## src/rtl/sensor_pkg.sv

```systemverilog
// Shared defaults and fault-monitor state encoding for the sensor front end.
package sensor_pkg;

    localparam int unsigned DEFAULT_DEBOUNCE_CYCLES = 50000;
    localparam int unsigned DEFAULT_FAULT_CYCLES    = 500000;
    localparam int unsigned DEFAULT_CNT_W           = 20;

    typedef enum logic [1:0] {
        IDLE  = 2'd0,
        COUNT = 2'd1,
        FAULT = 2'd2
    } faultState_t;

endpackage

```

## src/rtl/debounce_channel.sv

```systemverilog
// One raw sensor line: 2-flop synchronizer, counting debouncer and
// registered rise/fall pulses aligned with the new debounced level.
module debounce_channel
    import sensor_pkg::*;
#(
    parameter int unsigned DEBOUNCE_CYCLES = DEFAULT_DEBOUNCE_CYCLES,
    parameter int unsigned CNT_W           = DEFAULT_CNT_W
) (
    input  logic clock,
    input  logic reset_n,
    input  logic rawIn,
    output logic level,
    output logic rise,
    output logic fall
);

    localparam logic [CNT_W-1:0] LAST_COUNT = CNT_W'(DEBOUNCE_CYCLES - 1);

    logic             syncMeta;
    logic             syncOut;
    logic [CNT_W-1:0] stableCnt;
    logic             differ;
    logic             accept;

    // Bring the asynchronous pin into the clock domain.
    always_ff @(posedge clock or negedge reset_n) begin
        if (!reset_n) begin
            syncMeta <= 1'b0;
            syncOut  <= 1'b0;
        end else begin
            syncMeta <= rawIn;
            syncOut  <= syncMeta;
        end
    end

    assign differ = syncOut ^ level;
    assign accept = differ && (stableCnt == LAST_COUNT);

    // Accept a new level after DEBOUNCE_CYCLES consecutive differing samples;
    // pulses are registered alongside the level so both appear together.
    always_ff @(posedge clock or negedge reset_n) begin
        if (!reset_n) begin
            level     <= 1'b0;
            stableCnt <= '0;
            rise      <= 1'b0;
            fall      <= 1'b0;
        end else begin
            rise <= accept & ~level;
            fall <= accept & level;
            if (accept) begin
                level     <= ~level;
                stableCnt <= '0;
            end else if (differ) begin
                stableCnt <= stableCnt + 1'b1;
            end else begin
                stableCnt <= '0;
            end
        end
    end

endmodule

```

## src/rtl/sensor_conditioner.sv

```systemverilog
// Conditions the cup-present / cup-full Arduino lines for the pump FSM and
// raises a sticky fault when "full" is seen without a cup for too long.
module sensor_conditioner
    import sensor_pkg::*;
#(
    parameter int unsigned DEBOUNCE_CYCLES = DEFAULT_DEBOUNCE_CYCLES,
    parameter int unsigned FAULT_CYCLES    = DEFAULT_FAULT_CYCLES,
    parameter int unsigned CNT_W           = DEFAULT_CNT_W
) (
    input  logic clock,
    input  logic reset_n,
    input  logic OutArd01,
    input  logic OutArd02,
    input  logic fault_clear,
    output logic Sensor01,
    output logic Sensor02,
    output logic cup_arrived,
    output logic cup_removed,
    output logic cup_filled,
    output logic sensor_fault
);

    localparam logic [CNT_W-1:0] LAST_FAULT = CNT_W'(FAULT_CYCLES - 1);

    logic             deb1;
    logic             deb2;
    logic             unusedCupEmptied;
    logic             implausible;
    faultState_t      faultState;
    logic [CNT_W-1:0] faultCnt;

    debounce_channel #(
        .DEBOUNCE_CYCLES (DEBOUNCE_CYCLES),
        .CNT_W           (CNT_W)
    ) cupPresentChan (
        .clock   (clock),
        .reset_n (reset_n),
        .rawIn   (OutArd01),
        .level   (deb1),
        .rise    (cup_arrived),
        .fall    (cup_removed)
    );

    debounce_channel #(
        .DEBOUNCE_CYCLES (DEBOUNCE_CYCLES),
        .CNT_W           (CNT_W)
    ) cupFullChan (
        .clock   (clock),
        .reset_n (reset_n),
        .rawIn   (OutArd02),
        .level   (deb2),
        .rise    (cup_filled),
        .fall    (unusedCupEmptied)
    );

    assign implausible = deb2 & ~deb1;

    // Fault monitor: count consecutive implausible cycles, latch the fault,
    // release only on an explicit clear once the condition has gone.
    // IDLE and COUNT share one branch: in IDLE the counter is 0, so the
    // terminal compare also covers FAULT_CYCLES == 1.
    always_ff @(posedge clock or negedge reset_n) begin
        if (!reset_n) begin
            faultState   <= IDLE;
            faultCnt     <= '0;
            sensor_fault <= 1'b0;
        end else begin
            unique case (faultState)
                IDLE, COUNT: begin
                    if (implausible) begin
                        if (faultCnt == LAST_FAULT) begin
                            faultState   <= FAULT;
                            sensor_fault <= 1'b1;
                        end else begin
                            faultState <= COUNT;
                            faultCnt   <= faultCnt + 1'b1;
                        end
                    end else begin
                        faultState <= IDLE;
                        faultCnt   <= '0;
                    end
                end
                FAULT: begin
                    if (fault_clear && !implausible) begin
                        faultState   <= IDLE;
                        faultCnt     <= '0;
                        sensor_fault <= 1'b0;
                    end
                end
                default: begin
                    faultState   <= IDLE;
                    faultCnt     <= '0;
                    sensor_fault <= 1'b0;
                end
            endcase
        end
    end

    assign Sensor02 = deb2;
    assign Sensor01 = deb1 & ~sensor_fault;

endmodule

```

## config.mk

```make
export PLATFORM = sky130hd
export DESIGN_NAME = sensor_conditioner
export DESIGN_NICKNAME = d
export VERILOG_FILES = /design/src/rtl/sensor_pkg.sv /design/src/rtl/debounce_channel.sv /design/src/rtl/sensor_conditioner.sv
export SDC_FILE = /design/constraint.sdc
export NUM_CORES = 1
export LEC_CHECK = 0
export ABC_CLOCK_PERIOD_IN_PS = 4600
export CAP_MARGIN = 5
export CELL_PAD_IN_SITES_DETAIL_PLACEMENT = 1
export CELL_PAD_IN_SITES_GLOBAL_PLACEMENT = 2
export CORE_ASPECT_RATIO = 1.25
export CORE_MARGIN = 2
export CORE_UTILIZATION = 30
export CTS_CLUSTER_DIAMETER = 150
export CTS_CLUSTER_SIZE = 28
export DETAILED_ROUTE_END_ITERATION = 12
export PLACE_DENSITY = 0.6
export SYNTH_ARGS = -nofsm -noshare
export SYNTH_HDL_FRONTEND = slang
export SYNTH_SLANG_ARGS = --single-unit
```

## constraint.sdc

```tcl
create_clock -name clock -period 4.6 [get_ports clock]
set_input_delay 0.69 -clock clock [delete_from_list [all_inputs] [get_ports clock]]
set_output_delay 0.69 -clock clock [all_outputs]
set_load 0.01 [all_outputs]
```

==> results of run 1 <==
-- power breakdown --
| part | switching (W) | total, W | internal (W) | leakage (nW) |
|---|---|---|---|---|
| clock network | 0.000262 | 0.000710 | 0.000448 | 0.150 |
| registers | 0.00000781 | 0.000649 | 0.000642 | 0.990 |
| logic | 0.0000234 | 0.0000333 | 0.00000985 | 0.501 |
-- registers in the layout, indices dropped and copies added, names as in the netlist --
signal	cells
cupFullChan.syncOut	1
cupPresentChan.level	1
sensor_fault	1
faultCnt	20
cupPresentChan.stableCnt	20
cupFullChan.level	1
cupFullChan.rise	1
cupPresentChan.syncOut	1
cupPresentChan.syncMeta	1
cupPresentChan.rise	1
cupPresentChan.fall	1
cupFullChan.stableCnt	20
cupFullChan.syncMeta	1
faultState	2
-- area by class of cell --
class / instances / area [um^2]
Tap cell: 138 / 172.7
Sequential cell: 72 / 1802
Fill cell: 1310 / 7496
Clock inverter: 3 / 40.04
Multi-Input combinational cell: 262 / 1579
Clock buffer: 13 / 260.3
Inverter: 13 / 51.30
Timing Repair Buffer: 11 / 105.1
-- through the flow --
stage | setup WS (ns) | cell area, um^2
floorplan | 2.567 | 3493
global placement | 2.138 | 3710
detailed placement | 2.122 | 3710
CTS | 2.093 | 4010
global route | 1.925 | 4010
finish | 2.127 | 4010
-- kinds of logic after synthesis --
group	count (synthesis)
AOI/OAI and AO/OA	37
and+or+nand+nor	181
adders and majority gates	3
DFF	72
muxes	1
buffers and inverters	25
xor gates and xnor gates	40
-- per-layer routing --
| layer | GRT usage (%) | share of wire, % | up-vias |
|---|---|---|---|
| li1 | - | - | 1272 |
| met1 | 18.70 | 45 | 1336 |
| met2 | 24.12 | 51 | 15 |
| met3 | 3.760 | 2.1 | 10 |
| met4 | 5.318 | 1.7 | 0 |
| met5 | 0 | 0 | - |
-- layout by cell type, fill, tap and decap left out, types with 3 or more instances in the layout --
cell and count:
nor3_1 5, or3_1 4, ha_1 3, clkdlybuf4s50_1 9
dfrtp_1 72, and3_1 10, inv_1 12, xor2_1 24
and4_1 7, o21ai_0 6, nand4_1 13, o21ai_1 3
xnor2_1 16, nor4_1 5, a21oi_1 11, nand3_1 33
o211ai_1 3, nor2_1 52, o311ai_1 3, nand2_1 32
o311ai_0 3, nand2b_1 3, clkbuf_16 9
-- path summary, 6_finish.rpt --
check / cells after the start / endpoint / startpoint / slack, ns
max: 6 / faultCnt[13]$_DFFE_PN0P_ / faultCnt[5]$_DFFE_PN0P_ / 2.13
min: 0 / cupPresentChan.syncOut$_DFF_PN0_ / cupPresentChan.syncMeta$_DFF_PN0_ / 0.35
max reg2reg: 6 / faultCnt[13]$_DFFE_PN0P_ / faultCnt[5]$_DFFE_PN0P_ / 2.13
min reg2reg: 0 / cupPresentChan.syncOut$_DFF_PN0_ / cupPresentChan.syncMeta$_DFF_PN0_ / 0.35
max in group asynchronous: 1 / faultCnt[2]$_DFFE_PN0P_ / reset_n / 3.50
min in group asynchronous: 1 / cupPresentChan.stableCnt[14]$_DFF_PN0_ / reset_n / 0.48
-- Yosys cell counts (all sizes together) --
cell type / count / area share [%]
a21oi: 12 / 1.8
a22o: 1 / 0.25
a31oi: 2 / 0.36
and2: 2 / 0.36
and2b: 1 / 0.21
and3: 10 / 1.8
and4: 7 / 1.8
buf: 3 / 0.79
clkbuf: 9 / 0.97
dfrtp: 72 / 52
ha: 3 / 1.1
inv: 13 / 1.5
mux2: 1 / 0.32
nand2: 32 / 3.4
nand2b: 3 / 0.54
nand3: 33 / 4.7
nand3b: 1 / 0.21
nand4: 13 / 2.3
nand4b: 1 / 0.25
nand4bb: 1 / 0.32
nor2: 52 / 5.6
nor2b: 1 / 0.18
nor3: 5 / 0.72
nor3b: 2 / 0.75
nor4: 5 / 0.90
nor4b: 2 / 0.50
o211ai: 3 / 0.64
o21ai: 10 / 1.5
o21bai: 1 / 0.54
o22ai: 2 / 0.36
o311ai: 6 / 1.5
or2: 1 / 0.18
or3: 4 / 0.72
or3b: 1 / 0.25
or4: 3 / 0.75
or4b: 1 / 0.29
xnor2: 16 / 4.0
xor2: 24 / 6.0
-- critical path, delay by kind of cell, from the launching register on --
family / cells / cell delay [ns]
and+or+nand+nor: 3 / 1.11
AOI/OAI and AO/OA: 2 / 0.63
DFF: 1 / 0.43
buffers and inverters: 1 / 0.15
==> impl_metrics.yaml, run 1 <==
timing:
  finalHoldViolCount: 0
  rsz0062_at_grt: "no"
  fin_hold_ws_ns: 0.3493
  setup-tns-final_ns: 0
  drv_slew: 0
  finClkSkew_ns: 0.004941
  max_freq_ghz: 0.4043
  max-slew-margin-rel_pct: 38.14
  finalSetupViolations: 0
  tightest_slew_ns: 0.9279
  timing.final.crit_share_pct: 53.76
  fin_crit_ns: 2.473
logic_synthesis:
  syn_area_um2: 3493
  syn-instance-count: 359
  syn-num-nets: 367
  ys_warn_count: 0
  synth_cell_types: 46
  synth_fa_ha_area_share_pct: 1.074
  syn_area_per_cell_um2: 9.731
  synth-xor-area-share_pct: 10.03
  synth.area.mux_share_pct: 0.3223
  synth_top_family_by_area: "simple AND/OR/NAND/NOR gates"
  synthSimpleGateAreaFrac_pct: 26.76
  synth_compound_area_share_pct: 7.020
  synth-seq-cells: 72
  seq_area_frac_synth_pct: 51.58
clocking:
  htree_levels: 3
  cts_tree: "built"
  cts_buffer_depth: 2
  post_cts_resized: 0
  clk_latency_ns: 0.33
  clock-sinks: 72
  cts_made_buffers: 9
  path_clk_slew_ns: 0.06
  postCtsHoldBufs: 0
  cts_setup_buffers: 0
  cts-root-buf: "clkbuf_16"
critical_path:
  path_cells: "or4b_1, or4_4, o21ai_2, inv_4, nand3_1, o311ai_1"
  cp-end-kind: "register"
  cpMaxStageDelayCell: "o21ai_2"
  crit_fanout: 12
  crit_type: "register to register"
  crit_required_ns: 4.78
  worstPathArrival_ns: 2.66
  max_stage_delay_ns: 0.53
  worstSetupStartpointType: "register"
detailed_routing:
  wl_um: 8122
  first_pass_iters: 4
  ant_nets: 0
  via_per_inst: 5.143
  wire_per_inst_um: 15.86
  vias: 2633
  first_iter_violations: 48
  drcViolationCount: 0
global_routing:
  grtUsageTotal_pct: 14.75
  grt_pass1_vias: 2813
  grt_pass1_wl_um: 14480
  grt_antenna_before_repair: 0
  grt_max_degree: 73
  grt_overflow: 0
status:
  status: "completed"
job:
  cap_violations: 0
min_path:
  holdCritPathClass: "register to register"
floorplanning:
  dieArea_um2: 12530
  die-height_um: 124.6
  ios: 11
  initial_core_util_pct: 30.36
  core_um2: 11510
  dieWidth_um: 100.5
  fp-row-count: 44
power_and_ir_drop:
  power.leakage_nw: 1.641
  p_total_w: 0.001393
  power.density_nw_per_um2: 347.3
  ir_worst_vdd_v: 0.0001474
placement:
  place_inst: 496
  place_hpwl_um: 5488
  port_buffers: 10
  gp_congestion: 0.7380
cells_and_area:
  diodes: 0
  final_nets: 377
  fin_cells: 512
  fin_util_pct: 34.85
  area_growth_pct: 14.79
  drive_above_1_share_pct: 6.417
(Power assumes the default switching activity.)
==> run 2: changes to the inputs <==
ABC_CLOCK_PERIOD_IN_PS = 2000   (was 4600)
PLACE_DENSITY = 0.63   (was 0.6)
clock period = 2 ns   (was 4.6 ns; I/O delays follow)
==> impl_metrics.yaml, run 2 (synthesis results as in run 1) <==
cells_and_area:
  diodes: 0
  multi_input_area_um2: 1688
  final_nets: 406
  seqCellArea_um2: 1802
  fin_util_pct: 38.40
  reg.largest.list: "cupFullChan.stableCnt (20), cupPresentChan.stableCnt (20), faultCnt (20)"
  final_cell_mix: "72 x dfrtp_1, 50 x nor2_1, 33 x nand3_1"
  drive_above_1_share_pct: 16.67
  layout_commonest_cell: "dfrtp_1"
  fillers: 1306
  area_growth_pct: 26.47
placement:
  port_buffers: 10
  pre_cts_slack_ns: -0.07467
  gp_congestion: 0.7464
  place_hpwl_um: 5914
clocking:
  htree_levels: 3
  cts_buffer_depth: 2
  cts-root-buf: "clkbuf_16"
  clock-sinks: 72
  clk_latency_ns: 0.33
  cts_made_buffers: 9
  cts_tree: "built"
  path_clk_slew_ns: 0.06
detailed_routing:
  wl_um: 8566
  ant_nets: 0
  first_iter_violations: 72
  first_pass_iters: 4
  via_per_inst: 5.078
  vias: 2742
  drcViolationCount: 0
  wire_per_inst_um: 15.86
floorplanning:
  dieWidth_um: 100.5
  core_um2: 11510
  initial_core_util_pct: 30.36
  ios: 11
  die-height_um: 124.6
  fp-row-count: 44
  dieArea_um2: 12530
timing:
  finalWorstSetupSlack_ns: -0.04350
  finClkSkew_ns: 0.004854
  tightest_slew_ns: 0.5192
  finalSetupViolations: 11
  rsz0062_at_grt: "yes"
  max_freq_ghz: 0.4894
  drv_slew: 0
  timing.final.crit_share_pct: 102.2
  finalHoldViolCount: 0
  fin_crit_ns: 2.043
  max-slew-margin-rel_pct: 64.90
critical_path:
  max_stage_delay_ns: 0.52
  worstPathArrival_ns: 2.26
  crit_fanout: 8
  crit_required_ns: 2.22
  crit_type: "register to register"
  worstSetupStartpointType: "register"
  reg2regPathDepth: 6
  path_cells: "or4b_1, or4_4, o21ai_4, buf_6, or3_1, o21ai_1"
  cp-end-kind: "register"
  cpMaxStageDelayCell: "or4b_1"
global_routing:
  grt_pass1_wl_um: 14570
  grt_max_degree: 45
  groute.layer.met2.usage_pct: 24.63
  grtUsageTotal_pct: 14.77
  grt_antenna_before_repair: 0
  grt_overflow: 0
  grt_pass1_vias: 2903
  met3_usage_pct: 2.020
  top_usage_layer: "met2"
  use_met1_pct: 18.64
job:
  cap_violations: 0
min_path:
  holdCritPathClass: "register to register"
  min_path_cells: 0
status:
  status: "finished with violations"
  violations: "negative setup slack"
power_and_ir_drop:
  ir_worst_vdd_v: 0.0003180
  power.density_nw_per_um2: 752.7
  power.leakage_nw: 1.870
## run 2: cell types whose count changed in the layout (fill, tap and decap cells not counted), moves of 3 or more
cell,change
o311ai_0,-3
a21oi_1,-3
buf_4,+23
buf_12,+3
## run 2: stage by stage
step                cells  area (um^2)  hold WS [ns]  power [W]  setup TNS [ns]
floorplan             359         3493      0.004409   0.001547        -0.01078
CTS                   539         4295        0.3501   0.003384         -0.1625
global placement      523         3950        0.2667   0.001612         -0.3465
detailed placement    523         3950        0.2688   0.001615         -0.5333
finish                540         4418        0.3471   0.003325         -0.2405
global route          540         4418        0.3594   0.003456          -1.497
## run 2: cell type report
cell class | instances | area share, %
Sequential cell | 72 | 40.78
Tap cell | 138 | 3.908
Timing Repair Buffer | 40 | 8.694
Clock inverter | 5 | 1.841
Inverter | 13 | 1.161
Multi-Input combinational cell | 262 | 38.20
Clock buffer | 10 | 5.409
## run 2: what timing repair did
action,in CTS,in global routing
hold buffers,1,0
gates resized for setup,5,22
endpoints found under the hold margin,28,0
setup buffers,0,0
pin swaps,0,7
gates cloned,0,1
setup endpoints to repair,14,38
## run 2: worst max-delay path, delay by kind of cell, from the launching register on
family                 cells  cell delay [ns]
DFF                        1             0.37
and+or+nand+nor            3             1.12
buffers and inverters      1             0.18
AOI/OAI and AO/OA          2             0.26
## run 2: path summary, 6_finish.rpt
check | startpoint | end | slack [ns]
min in group asynchronous | reset_n | cupPresentChan.stableCnt[5]$_DFF_PN0_ | 0.44
max in group asynchronous | reset_n | cupFullChan.stableCnt[3]$_DFF_PN0_ | 0.99
max reg2reg | faultCnt[5]$_DFFE_PN0P_ | faultCnt[11]$_DFFE_PN0P_ | -0.04
max | faultCnt[5]$_DFFE_PN0P_ | faultCnt[11]$_DFFE_PN0P_ | -0.04
min reg2reg | cupPresentChan.syncMeta$_DFF_PN0_ | cupPresentChan.syncOut$_DFF_PN0_ | 0.35
min | cupPresentChan.syncMeta$_DFF_PN0_ | cupPresentChan.syncOut$_DFF_PN0_ | 0.35
## run 2: power breakdown
group / switching (W) / total (W) / internal [W]
Combinational: 0.0000604 / 0.0000971 / 0.0000366
Sequential: 0.0000156 / 0.00149 / 0.00148
Clock: 0.000619 / 0.00174 / 0.00112
## run 2: layer usage
layer | wire, um | vias up
met1 | 3920 | 1381
met3 | 129 | 12
li1 | - | 1327
met4 | 180 | 0
met5 | 0 | -
met2 | 4335 | 22
